[config.mk]
export PLATFORM = sky130hd
export DESIGN_NAME = status_stack
export DESIGN_NICKNAME = d
export VERILOG_FILES = /design/src/rtl/status_stack.sv
export SDC_FILE = /design/constraint.sdc
export NUM_CORES = 1
export LEC_CHECK = 0
export BUFFER_PORTS_ARGS = -buffer_cell sky130_fd_sc_hd__clkbuf_2
export CAP_MARGIN = 20
export CELL_PAD_IN_SITES_DETAIL_PLACEMENT = 2
export CELL_PAD_IN_SITES_GLOBAL_PLACEMENT = 2
export CORE_UTILIZATION = 37
export CTS_CLUSTER_DIAMETER = 120
export DETAILED_ROUTE_END_ITERATION = 12
export MAX_ROUTING_LAYER = met4
export PLACE_DENSITY = 0.75
export SYNTH_ARGS = -nofsm -noshare
export SYNTH_HDL_FRONTEND = slang
export SYNTH_SLANG_ARGS = --single-unit
export TNS_END_PERCENT = 1
[constraint.sdc]
create_clock -name clk_i -period 2.15 [get_ports clk_i]
set_clock_uncertainty 0.15 [all_clocks]
set_input_delay 0.215 -clock clk_i [delete_from_list [all_inputs] [get_ports clk_i]]
set_output_delay 0.215 -clock clk_i [all_outputs]
set_load 0.03 [all_outputs]
[src/rtl/status_stack.sv]
// Flag status register with per-bit update mask, sticky bits and a LIFO
// save/restore stack for flag context across interrupt/call entry.
module status_stack #(
   parameter int unsigned         NUM_FLAGS   = 4,
   parameter int unsigned         DEPTH       = 4,
   parameter logic [NUM_FLAGS-1:0] STICKY_MASK = '0
) (
   input  logic                         clk_i,
   input  logic                         rst_i,
   input  logic [NUM_FLAGS-1:0]         flags_i,
   input  logic                         update_i,
   input  logic [NUM_FLAGS-1:0]         mask_i,
   input  logic                         push_i,
   input  logic                         pop_i,
   input  logic                         clear_sticky_i,
   output logic [NUM_FLAGS-1:0]         flags_o,
   output logic [$clog2(DEPTH+1)-1:0]   depth_o,
   output logic                         empty_o,
   output logic                         full_o,
   output logic                         err_o
);

   localparam int unsigned DW = $clog2(DEPTH + 1);
   localparam int unsigned AW = (DEPTH > 1) ? $clog2(DEPTH) : 1;

   logic [NUM_FLAGS-1:0] stack_q [DEPTH];

   logic [NUM_FLAGS-1:0] upd_mask;
   logic [NUM_FLAGS-1:0] flags_upd;
   logic [NUM_FLAGS-1:0] flags_nxt;
   logic [DW-1:0]        depth_nxt;
   logic                 err_nxt;
   logic                 push_ok;
   logic                 pop_ok;
   logic                 err_set;
   logic [AW-1:0]        wr_idx;
   logic [AW-1:0]        rd_idx;

   assign empty_o = (depth_o == '0);
   assign full_o  = (depth_o == DW'(DEPTH));
   assign wr_idx  = AW'(depth_o);
   assign rd_idx  = AW'(depth_o - DW'(1));

   // Next-state for live flags, stack depth and error flag
   always_comb begin
      push_ok   = 1'b0;
      pop_ok    = 1'b0;
      err_set   = 1'b0;
      flags_nxt = flags_o;
      depth_nxt = depth_o;
      err_nxt   = err_o;
      upd_mask  = mask_i & {NUM_FLAGS{update_i}};

      // Sticky bits OR-accumulate, others take the new value
      flags_upd = (flags_o & ~upd_mask)
                | (upd_mask & (flags_i | (flags_o & STICKY_MASK)));
      if (clear_sticky_i) begin
         flags_upd = flags_upd & ~STICKY_MASK;
      end

      if (push_i && pop_i) begin
         err_set = 1'b1;
      end else if (push_i) begin
         push_ok = !full_o;
         err_set = full_o;
      end else if (pop_i) begin
         pop_ok  = !empty_o;
         err_set = empty_o;
      end

      if (pop_ok) begin
         flags_nxt = stack_q[rd_idx];
         depth_nxt = depth_o - DW'(1);
      end else begin
         flags_nxt = flags_upd;
         if (push_ok) begin
            depth_nxt = depth_o + DW'(1);
         end
      end

      if (err_set) begin
         err_nxt = 1'b1;
      end else if (clear_sticky_i) begin
         err_nxt = 1'b0;
      end
   end

   // State registers; a push saves the pre-update live flags
   always_ff @(posedge clk_i or posedge rst_i) begin
      if (rst_i) begin
         flags_o <= '0;
         depth_o <= '0;
         err_o   <= 1'b0;
         for (int i = 0; i < int'(DEPTH); i++) begin
            stack_q[i] <= '0;
         end
      end else begin
         flags_o <= flags_nxt;
         depth_o <= depth_nxt;
         err_o   <= err_nxt;
         if (push_ok) begin
            stack_q[wr_idx] <= flags_o;
         end
      end
   end

endmodule
# Word level (Yosys, flattened, before mapping)
# Index checks and enable logic that the tools add are counted.
dict set report classes {
  eq_ne 1
  n_addsub 2
  magnitude_cmp 3
  bitwise 7
  n_reduce_logical 7
  n_mux 19
}
# op n
set op_table {}
lappend op_table {{$bwmux 16} 1}
lappend op_table {{$mux 4} 4}
lappend op_table {{$and 4x4->4} 3}
lappend op_table {{$mux 1} 10}
lappend op_table {{$bmux 4 s2} 1}
lappend op_table {{$demux 4 s2} 1}
lappend op_table {{$ge 3x3->1 const B} 2}
lappend op_table {{$mux 3} 2}
lappend op_table {{$not 2->3} 2}
lappend op_table {{$not 4->4} 1}
lappend op_table {{$or 4x4->4} 1}
lappend op_table {{$reduce_bool 2->1} 2}
lappend op_table {{$add 3x1->3 const B} 1}
lappend op_table {{$eq 3x3->1 const B} 1}
lappend op_table {{$logic_not 3->1} 1}
lappend op_table {{$lt 3x1->1 const B} 1}
lappend op_table {{$sub 3x1->3 const B} 1}
lappend op_table {{$logic_and 1x1->1} 2}
lappend op_table {{$logic_not 1->1} 2}
dict set report totals {
  elab_cells 46
  out_inout_bits 10
  reg_bits 24
  in_bits 14
}

# Depth between registers and ports, before layout
dict set report depth {
  ltp_word 6
  depth_mapped 6
  ltp_nobuf 6
}

# Least setup slack after synthesis
# OpenSTA, ideal clock, no wires.
dict set report synth_timing {
  path_type {flip-flop to flip-flop}
  startpoint {register depth_o[0]}
  endpoint {register stack_q[12] (netlist name)}
  arrival_time_ps 1908
  period_less_slack_ps 2183
  stages_incl_launch_ff 6
  n_path_buf 0
  required_time_ps 1875
  setup_ps 125
  slack_ps -33
  cell_sequence {dfrtp_1 -> inv_1 -> ha_1 -> nor2b_4 -> nor2b_4 -> mux2_2}
}
dict set report synth_via {
  elab_chain_len 6
  elab_cells_between_ends 11
  cone_classes {2 x order compare; 1 x eq/ne; 5 x mux; 1 x bitwise; 2 x reduce/logical}
}
# element line
set synth_rtl {}
lappend synth_rtl {{from (decl)} 17} ;# output logic [$clog2(DEPTH+1)-1:0] depth_o,
lappend synth_rtl {{from (signal assigned)} 99} ;# depth_o <= depth_nxt;
lappend synth_rtl {{$not 2->3 (not written as such)} 102} ;# stack_q[wr_idx] <= flags_o;
lappend synth_rtl {{$ge 3x3->1 (not written as such) or $lt 3x1->1 (tied branches)} 102}
lappend synth_rtl {{$logic_and 1x1->1 (not written as such)} 102}
lappend synth_rtl {{$mux 4 (not written as such)} 102}
lappend synth_rtl {{$demux 4 s2} 102}
lappend synth_rtl {{$bwmux 16} 102}
lappend synth_rtl {{to (signal, indexed assignment)} 102}
lappend synth_rtl {{to (decl)} 26} ;# logic [NUM_FLAGS-1:0] stack_q [DEPTH];
# Several ways; a longest one is shown, not always the timed one.
# A chain may end at the register's enable or synchronous reset.

==> results.txt <==
----------------------------------------------------
[Logic synthesis]
  Total standard cell area after synthesis ... 1348 µm²
  Number of enable-type register cells in the synthesized netlist ... 0
  Portion of the post-synthesis area used by sequential elements ... 0.4457
  Register bit count reported by yosys ... 24
  Synth Instances ... 98
  Count of different cell masters after synthesis ... 28
  Synthesis Warnings ... 0
  Dominant register cell in the synthesized netlist ... sky130_fd_sc_hd__dfrtp_1
  Number of nets in the synthesized netlist ... 117
  Synthesized area divided by synthesized cell count ... 13.75 µm²
  Fraction of synthesis flops using an asynchronous set or reset pin ... 1.000

[Placed design]
  Weighted congestion reported at the end of routability-driven placement ... 0.7613
  Number of cells in the design after placement ... 168
  Final HPWL from detailed placement ... 2233 µm
  Number of port buffers ... 23

[Floorplanning]
  Number of top-level pins ... 24
  Cell Rows ... 21
  Horizontal extent of the die ... 62.35 µm
  Starting density of the core ... 0.3945
  Area of the die ... 3888 µm²
  Die Ht ... 62.35 µm
  Floorplan Core Area ... 3416 µm²

[Clocking]
  Maximum root-to-sink buffer count ... 2
  Root cell of the clock tree ... sky130_fd_sc_hd__clkbuf_4
  Clock latency on the worst-skew pair ... 320 ps
  Clock input transition at the sequential cells of the worst setup and hold paths ... 140 ps
  CTS H-Tree Depth ... 1
  Post-CTS setup repair buffer count ... 0
  Number of sinks driven by the clock tree ... 24
  Number of buffers added by the clock tree synthesis step ... 3
  TritonCTS clock tree ... done

[Setup path]
  Launching element type of the critical path ... register
  Type of the setup path with the least slack ... register to register
  Worst endpoint required time ... 2200 ps
  Endpoint type of the worst setup path ... register
  Worst-path fanout max ... 7
  Arrival time reported for the critical path endpoint ... 2070 ps

[Run status]
  Outcome ... finished, final reports clean

[GRT]
  Vias in the first global route ... 1006
  Pin count of the biggest net entering global routing ... 25
  Number of antenna violations at the first check in global routing ... 0
  Global-route wire length before repair ... 5216 µm
  Total routing usage reported by global routing ... 0.1859
  Aggregate global routing overflow ... 0

[Final layout]
  Net total in the final layout ... 147
  Number of inserted diodes ... 0
  Ratio of cells with drive above 1 in the final layout ... 0.4882
  Number of fillers in the final layout ... 352
  Syn-to-layout area delta ... 18.01%
  Final standard cell count with taps included and fillers excluded ... 173
  Layout Utilization ... 0.4656
  Leading cell types in the layout, fill and taps excluded ... sky130_fd_sc_hd__dfrtp_1 (23), sky130_fd_sc_hd__clkbuf_2 (23), sky130_fd_sc_hd__mux2_4 (12), sky130_fd_sc_hd__nand2_1 (10), sky130_fd_sc_hd__mux2_2 (5)

[STA]
  Setup repair after global routing missed its margin ... false
  Worst Hold Margin ... 37.75 ps
  Final critical-path required period ... 2022 ps
  Timing-limited maximum frequency ... 494.7 MHz
  Final-report max-slew violation count ... 0
  Final count of hold timing violations ... 0
  Tcrit/Tclk final ... 0.9402
  Setup violation total in the final timing report ... 0
  Tightest Pin Transition ... 365.6 ps
  Post-Route Setup TNS ... 0 ps
  Worst slew margin relative to its limit ... 0.7562

[Routing]
  Antenna viol nets, final ... 0
  Post-detailed-route DRC marker count ... 0
  Routed wire length ... 3016 µm
  Detail-routed net length per standard cell ... 17.43 µm
  Met3 Routed Length ... 87 µm
  Top Layer Used ... met4
  Average vias per placed instance ... 5.052
  Detail Route met2 WL ... 1577 µm
  Via count ... 874
  Router iterations before antenna repair ... 2
  Wl on met1 ... 1308 µm
  Number of violations reported at the end of detailed-routing iteration 0 ... 30

[Pwr]
  Highest ir drop seen on vdd ... 0.6216 mV
  Total power divided by cell area ... 1465 nW/µm²
  Overall power ... 2330 µW
  Leakage power summed over all cells ... 0.0008113 µW

[Run]
  Total of max-cap violations ... 0

[Worst hold path]
  Hold/Removal Path Class ... input pin to register

----------------------------------------------------
worst max-delay path: stages (launching register included):
cell and delay [ps]:
sky130_fd_sc_hd__dfrtp_1 490, sky130_fd_sc_hd__inv_1 130, sky130_fd_sc_hd__ha_2 460, sky130_fd_sc_hd__mux4_2 510
sky130_fd_sc_hd__nand2_1 70, sky130_fd_sc_hd__o21ai_0 80
final timing paths:
kind / from / endpoint / slack, ps / cells past startpoint
worst max-delay path: depth_o[1]$_DFFE_PP0P_ / register / 130 / 5
worst min register to register: stack_q[4]$_DFFE_PP0P_ / stack_q[4]$_DFFE_PP0P_ / 370 / 1
min in group asynchronous: rst_i / asynchronous set/reset pin / 300 / 4
worst max register to register: depth_o[1]$_DFFE_PP0P_ / register / 130 / 5
max in group asynchronous: rst_i / depth_o[0]$_DFFE_PP0P_ / 1290 / 4
worst min-delay path: flags_i[3] / register / 40 / 3
kinds of logic after synthesis:
logic type | after synthesis | synth area share
mux | 25 | 0.2721
fa+ha+maj | 5 | 0.04643
compound gates | 10 | 0.04735
flops | 24 | 0.4457
simple gates | 26 | 0.1467
xor+xnor | 3 | 0.01950
buf+inv | 5 | 0.02229
metal layers:
metal	vias to the layer above	GRT usage
li1	406	-
met1	441	0.2193
met2	23	0.3228
met3	4	0.01838
met4	0	0.07849
met5	-	-
area by class of cell:
| class | count | area, µm² | area share |
|---|---|---|---|
| multi-input combinational | 69 | 719.4 | 0.4524 |
| sequential | 24 | 601.8 | 0.3784 |
| timing repair buffer | 27 | 147.6 | 0.09284 |
| tap | 46 | 57.56 | 0.03619 |
| clock inverter | 1 | 30.03 | 0.01888 |
| clock buffer | 3 | 22.52 | 0.01416 |
| inverter | 3 | 11.26 | 0.007081 |
stage by stage:
step / setup slack [ps] / cell area [µm²]
3_3_place_gp: 209.9 / 1525
6_report: 128.5 / 1590
5_1_grt: 17.49 / 1590
4_1_cts: 50.54 / 1588
2_1_floorplan: 65.72 / 1349
3_5_place_dp: 80.77 / 1525
cells in the mapped netlist, drive strengths merged (2+ instances only):
master / instances / area [µm²]
a21oi: 2 / 10.01
mux2: 17 / 236.5
dfrtp: 24 / 600.6
o21ai: 4 / 20.02
ha: 5 / 62.56
inv: 3 / 11.26
buf: 2 / 18.77
mux4: 4 / 90.09
nand3b: 2 / 15.01
mux2i: 4 / 40.04
xnor2: 3 / 26.28
a22oi: 2 / 15.01
nor2: 3 / 35.03
nand2b: 2 / 20.02
nor2b: 3 / 33.79
nand2: 13 / 71.32
where the power goes:
| group | switching, µW | internal (µW) |
|---|---|---|
| Combinational | 578 | 582 |
| Clock | 144 | 189 |
| Sequential | 188 | 650 |
| Total | 910 | 1420 |
repair_timing:
| action | in CTS | in global routing |
|---|---|---|
| setup endpoints to repair | 0 | 2 |
| gates resized for setup | 0 | 1 |
| hold endpoints to repair | 24 | 0 |
| hold buffers | 1 | 0 |
(Power assumes the default switching activity.)
